--- src/rtl/avalon_arbiter.sv ---
// Two-requester round-robin arbiter bridging 16-bit word requests onto a
// 32-bit Avalon-MM master port, one transfer at a time (IDLE -> BUS -> DONE).
module avalon_arbiter #(
  parameter logic [15:0] MEM_END_WORD_ADDR = 16'h0080,
  parameter int unsigned BYTE_PER_WORD     = 4
) (
  input  logic        Clock,
  input  logic        Reset,
  input  logic        R0_req,
  input  logic        R1_req,
  input  logic        R0_W,
  input  logic        R1_W,
  input  logic [15:0] R0_ADDR,
  input  logic [15:0] R1_ADDR,
  input  logic [15:0] R0_DOUT,
  input  logic [15:0] R1_DOUT,
  output logic        R0_ack,
  output logic        R1_ack,
  output logic [15:0] R0_DIN,
  output logic [15:0] R1_DIN,
  output logic        grant,
  input  logic        avalon_wait_request,
  input  logic [31:0] avalon_readdata,
  output logic        avalon_read,
  output logic        avalon_write,
  output logic [31:0] avalon_address,
  output logic [31:0] avalon_writedata,
  output logic [3:0]  avalon_byteenable
);

  typedef enum logic [1:0] {
    IDLE = 2'd0,
    BUS  = 2'd1,
    DONE = 2'd2
  } state_t;

  state_t      state_q, state_d;
  logic        w_q, w_d;
  logic [15:0] addr_q, addr_d;
  logic [15:0] data_q, data_d;
  logic        grant_q, grant_d;
  logic        last_q, last_d;
  logic [15:0] din0_q, din0_d;
  logic [15:0] din1_q, din1_d;
  logic        ack0_q, ack0_d;
  logic        ack1_q, ack1_d;
  logic        rd_q, rd_d;
  logic        wr_q, wr_d;
  logic [3:0]  be_q, be_d;
  logic        win_s;
  logic        win_w_s;

  // Low word addresses are scaled to byte addresses; the rest pass through.
  function automatic logic [15:0] byte_addr(input logic [15:0] a);
    logic [31:0] prod;
    prod = 32'(a) * 32'(BYTE_PER_WORD);
    if (a <= MEM_END_WORD_ADDR) begin
      byte_addr = prod[15:0];
    end else begin
      byte_addr = a;
    end
  endfunction

  // Winner selection: a lone requester wins, contention goes to the one not served last.
  always_comb begin
    win_s   = 1'b0;
    win_w_s = R0_W;
    if (R0_req && R1_req) begin
      win_s = ~last_q;
    end else begin
      win_s = R1_req;
    end
    win_w_s = win_s ? R1_W : R0_W;
  end

  // Next-state and registered-output logic for the transfer FSM.
  always_comb begin
    state_d = state_q;
    w_d     = w_q;
    addr_d  = addr_q;
    data_d  = data_q;
    grant_d = grant_q;
    last_d  = last_q;
    din0_d  = din0_q;
    din1_d  = din1_q;
    ack0_d  = 1'b0;
    ack1_d  = 1'b0;
    rd_d    = 1'b0;
    wr_d    = 1'b0;
    be_d    = 4'b0000;
    case (state_q)
      IDLE: begin
        if (R0_req || R1_req) begin
          state_d = BUS;
          grant_d = win_s;
          last_d  = win_s;
          w_d     = win_w_s;
          addr_d  = byte_addr(win_s ? R1_ADDR : R0_ADDR);
          data_d  = win_s ? R1_DOUT : R0_DOUT;
          rd_d    = ~win_w_s;
          wr_d    = win_w_s;
          be_d    = 4'b0011;
        end else begin
          state_d = IDLE;
        end
      end
      BUS: begin
        if (avalon_wait_request) begin
          state_d = BUS;
          rd_d    = ~w_q;
          wr_d    = w_q;
          be_d    = 4'b0011;
        end else begin
          state_d = DONE;
          ack0_d  = ~grant_q;
          ack1_d  = grant_q;
          if (!w_q && grant_q) begin
            din1_d = avalon_readdata[15:0];
          end else if (!w_q) begin
            din0_d = avalon_readdata[15:0];
          end else begin
            din0_d = din0_q;
          end
        end
      end
      DONE: begin
        state_d = IDLE;
      end
      default: begin
        state_d = IDLE;
      end
    endcase
  end

  // State and output registers; last_q resets to 1 so R0 wins the first contention.
  always_ff @(posedge Clock) begin
    if (Reset) begin
      state_q <= IDLE;
      w_q     <= 1'b0;
      addr_q  <= 16'h0000;
      data_q  <= 16'h0000;
      grant_q <= 1'b0;
      last_q  <= 1'b1;
      din0_q  <= 16'h0000;
      din1_q  <= 16'h0000;
      ack0_q  <= 1'b0;
      ack1_q  <= 1'b0;
      rd_q    <= 1'b0;
      wr_q    <= 1'b0;
      be_q    <= 4'b0000;
    end else begin
      state_q <= state_d;
      w_q     <= w_d;
      addr_q  <= addr_d;
      data_q  <= data_d;
      grant_q <= grant_d;
      last_q  <= last_d;
      din0_q  <= din0_d;
      din1_q  <= din1_d;
      ack0_q  <= ack0_d;
      ack1_q  <= ack1_d;
      rd_q    <= rd_d;
      wr_q    <= wr_d;
      be_q    <= be_d;
    end
  end

  assign R0_ack            = ack0_q;
  assign R1_ack            = ack1_q;
  assign R0_DIN            = din0_q;
  assign R1_DIN            = din1_q;
  assign grant             = grant_q;
  assign avalon_read       = rd_q;
  assign avalon_write      = wr_q;
  assign avalon_byteenable = be_q;
  assign avalon_address    = {16'h0000, addr_q};
  assign avalon_writedata  = {16'h0000, data_q};

endmodule

--- config.mk ---
export PLATFORM = sky130hd
export DESIGN_NAME = avalon_arbiter
export DESIGN_NICKNAME = d
export VERILOG_FILES = /design/src/rtl/avalon_arbiter.sv
export SDC_FILE = /design/constraint.sdc
export NUM_CORES = 1
export LEC_CHECK = 0
export CAP_MARGIN = 20
export CORE_MARGIN = 4
export CORE_UTILIZATION = 60
export CTS_CLUSTER_SIZE = 28
export DETAILED_ROUTE_END_ITERATION = 7
export DONT_BUFFER_PORTS = 1
export PLACE_DENSITY = 0.76
export SLEW_MARGIN = 20
export SYNTH_ARGS = -nofsm -noshare
export SYNTH_HDL_FRONTEND = slang
export SYNTH_SLANG_ARGS = --single-unit
export TNS_END_PERCENT = 5
--- constraint.sdc ---
create_clock -name Clock -period 3.1 [get_ports Clock]
set_clock_uncertainty 0.1 [all_clocks]
set_input_delay 0.155 -clock Clock [delete_from_list [all_inputs] [get_ports Clock]]
set_output_delay 0.155 -clock Clock [all_outputs]
set_load 0.03 [all_outputs]
Yosys cells after proc, flatten, opt, wreduce, memory -nomap -nowiden
Cells that the tools add are included.
{"block": "op_classes", "n_lt_le_gt_ge": 1, "n_eq_ne": 1, "mux": 17, "bitwise": 7, "n_reduce_logical": 9}
{"operator": "$mux 16", "count": 3}
{"operator": "$le 16x8->1 const B", "count": 1}
{"operator": "$pmux 2 s2", "count": 2}
{"operator": "$mux 1", "count": 7}
{"operator": "$not 1->1", "count": 7}
{"operator": "$mux 2", "count": 3}
{"operator": "$pmux 1 s2", "count": 2}
{"operator": "$reduce_and 4->1", "count": 1}
{"operator": "$reduce_and 3->1", "count": 1}
{"operator": "$reduce_or 3->1", "count": 1}
{"operator": "$eq 2x1->1 const B", "count": 1}
{"operator": "$logic_and 1x1->1", "count": 2}
{"operator": "$logic_not 2->1", "count": 1}
{"operator": "$reduce_and 2->1", "count": 1}
{"operator": "$logic_not 1->1", "count": 1}
{"operator": "$logic_or 1x1->1", "count": 1}
{"block": "totals", "regBits": 77, "out_inout_bits": 105, "word_cells": 48}

Logic depth before layout (Yosys ltp)
{"block": "depth", "ltp_word": 6, "mapped_depth": 7, "ltp_nobuf": 5}

Worst setup path after synthesis
No wires, ideal clock.
{"block": "synth_timing", "path_type": "register -> register", "from": "register state_q[0]", "to": "register din0_q[10], in the netlist R0_DIN[10]", "setup_ns": 0.132, "arrival_ns": 1.578, "slack_ns": 1.290, "stages_incl_launch_ff": 8, "n_path_buf": 3, "period_less_slack_ns": 1.810, "cell_sequence": "dfxtp_1 > or3b_1 > clkbuf_1 > or3_1 > clkbuf_1 > buf_6 > nand2_1 > a21oi_1"}
{"block": "synth_between", "elab_chain_cells": 2}
{"element": "start, declared", "line_no": "37", "rtl": "state_t state_q, state_d;"}
{"element": "start signal, assigned", "line_no": "152", "rtl": "state_q <= state_d;"}
{"element": "$eq 2x1->1", "line_no": "91", "rtl": "case (state_q)"}
{"element": "$reduce_and 4->1 (no line)"}
{"element": "end signal, assigned", "line_no": "158", "rtl": "din0_q <= din0_d;"}
{"element": "end, declared", "line_no": "43", "rtl": "logic [15:0] din0_q, din0_d;"}
Every way passes these cells.
A chain may end at the register's enable or synchronous reset.

Final worst setup path
{"block": "layout_timing", "from": "input avalon_wait_request", "to": "register din0_q[8], in the netlist R0_DIN[8]"}
{"block": "layout_between", "elab_chain_cells": 2}
{"element": "start, declared", "line_no": "22", "rtl": "input logic avalon_wait_request,"}
{"element": "$not 1->1 (no line)"}
{"element": "$reduce_and 4->1 (no line)"}
Every way passes these cells.

==> impl_metrics.csv <==
group,metric,value,unit
clock_tree,insertion_delay,0.33,ns
layout,layout-drive-gt1-share,0.0757,
timing,hold_viol,0,
floorplan,placementRows,27,
timing,fmax,0.405,GHz
timing,worstMarginPinSlew,0.595,ns
synthesis,yosysWarnings,0,
placement,dp_cells,477,
layout,final_cell_mix,"nand2_1, dfxtp_1, dlygate4sd3_1",
drt,wl_per_cell,16.9,um
setup_path,crit_path_end_kind,"flip-flop",
synthesis,synth_area,3370,um^2
synthesis,netlist_instances,428,
grt,grt_pass1_vias,3182,
grt,grt_start_max_net_pins,74,
floorplan,ios,208,
floorplan,die_h,82.9,um
synthesis,postSynthAreaPerCell,7.87,um^2
grt,antenna_found_initial,0,
timing,setup_viol,0,
clock_tree,clk_pin_slew,0.08,ns
floorplan,die_area,6880,um^2
grt,overflow,0,
min_path,worstHoldPathCells,4,
setup_path,r2r_setup_slack,0.67,ns
clock_tree,post_cts_buffers,0,
setup_path,worstSetupPathType,"primary input to flip-flop",
synthesis,yosysSeqAreaShare,0.434,
placement,dpl.hpwl,5710,um
synthesis,synthArstFlopShare,0,
layout,area_delta_synth_final,24.2,%
timing,rsz0062_at_grt,"no",
synthesis,ys_types,42,
pwr,ir_drop,0.000392,V
clock_tree,cts.sinks,73,
floorplan,die_w,82.9,um
synthesis,synth-edff-count,0,
min_path,hold_class,"primary input to flip-flop",
setup_path,crit_path_max_fanout,16,
setup_path,cp.arrival,2.60,ns
timing,drv_slew,0,
drt,drc,0,
timing,fin_crit_sh,0.797,
drt,drt_wl_total,9460,um
placement,gp_congestion,0.810,
layout,num-nets-final,588,
clock_tree,h-tree-depth,3,
pwr,p_per_area,574,nW/um^2
timing,final.min_clock_period,2.47,ns
pwr,p_leak,1.64,nW
layout,final_common_cell,"nand2_1",
clock_tree,root_buffer,"clkbuf_8",
drt,dr.first_iter.drc_count,139,
setup_path,cp_data_required_time,3.23,ns
grt,grt_pass1_wl,15600,um
clock_tree,numCtsBuffers,9,
setup_path,start_kind,"primary input",
timing,tns,0,ns
layout,nFillCells,374,
clock_tree,ctsResizeCount,0,
placement,place_ws,1.11,ns
placement,dpl-instance-area,3260,um^2
timing,fin_ws,0.630,ns
synthesis,ys_ff_latch,73,
layout,num_antenna_cells,0,
drt,detail-route-antenna-nets,0,
status,outcome,"finished clean",
synthesis,ys.flop_type,"dfxtp_1",
clock_tree,cts_tree,"built",
timing,max-slew-margin-rel,0.603,
layout,final_cells,561,
drt,first_pass_iters,4,
layout,stdcell_area,4180,um^2
clock_tree,cts.path.max_buffers,2,
drt,vias,3134,
floorplan,floorplan.initialDensity,0.615,
grt,grt.total_usage,0.272,
setup_path,reg2reg_depth,5,
job,maxCapViolCount,0,
drt,via_per_inst,5.59,
floorplan,core-area,5470,um^2
layout,final_util,0.764,
placement,numPortBuffers,0,
clock_tree,ctsHoldBuffers,69,
state kept, by name (all words and copies together), names as in the netlist:
| name | cells |
|---|---|
| R0_ack | 1 |
| state_q | 2 |
| R1_DIN | 16 |
| avalon_read | 1 |
| w_q | 1 |
| last_q | 1 |
| grant | 1 |
| avalon_write | 1 |
| data_q | 16 |
| addr_q | 16 |
| R1_ack | 1 |
| R0_DIN | 16 |
worst max-delay path, stage by stage:
cell	delay, ns
dlygate4sd3_1	0.59
or3b_1	0.45
or3_1	0.61
nand2_1	0.16
a21oi_1	0.07
dlygate4sd3_1	0.56
cells in the mapped netlist, types with 2 or more instances:
master | instances | area share
and2_1 | 3 | 0.0056
nand2_1 | 117 | 0.13
buf_2 | 5 | 0.0074
a22oi_1 | 2 | 0.0045
inv_1 | 2 | 0.0022
buf_1 | 4 | 0.0045
nand2b_1 | 2 | 0.0037
buf_4 | 37 | 0.082
nor4_2 | 3 | 0.011
nor4_1 | 3 | 0.0056
nand3_1 | 18 | 0.027
a311oi_1 | 22 | 0.057
nor2_1 | 32 | 0.036
a21oi_1 | 47 | 0.070
clkbuf_1 | 19 | 0.021
mux2i_1 | 6 | 0.018
nor3_1 | 6 | 0.0089
or3_1 | 2 | 0.0037
a211oi_1 | 3 | 0.0067
dfxtp_1 | 73 | 0.43
per-layer routing:
layer / global-route usage / wire, um
met1: 0.309 / 3440
met2: 0.450 / 4880
met3: 0.108 / 938
met4: 0.123 / 205
met5: 0 / 0
stage by stage:
stage	hold WS, ns	power [mW]
2_1_floorplan	0.191	1.47
3_3_place_gp	0.129	1.48
3_5_place_dp	0.131	1.48
4_1_cts	0.00570	2.41
5_1_grt	0.0185	2.51
6_report	0.0290	2.40
worst paths after layout:
| path | startpoint | to |
|---|---|---|
| setup / recovery | avalon_wait_request | R0_DIN[8] |
| hold reg to reg | state_q[1] | avalon_read |
| setup reg to reg | state_q[0] | R0_DIN[8] |
| hold / removal | R0_ADDR[0] | addr_q[0] |
logic make-up after synthesis:
| group | Yosys count | synth area share |
|---|---|---|
| AND/OR/NAND/NOR | 193 | 0.248 |
| AO/OA/AOI/OAI | 86 | 0.175 |
| flip-flops | 73 | 0.434 |
| buffers and inverters | 68 | 0.121 |
| multiplexers | 7 | 0.0212 |
| other | 1 | 0.00111 |
where the power goes:
group	switching, mW	internal (mW)
clock	0.339	0.469
sequential	0.169	1.00
combinational	0.247	0.173
final cells by class:
cell class / instances / area (um^2) / share of cell area
multi-input combinational: 320 / 1620 / 0.388
sequential: 73 / 1460 / 0.349
timing repair buffer: 79 / 783 / 0.187
clock buffer: 10 / 138 / 0.0329
tap: 72 / 90.1 / 0.0215
clock inverter: 5 / 80.1 / 0.0191
inverter: 2 / 7.51 / 0.00179
(Power assumes the default switching activity.)
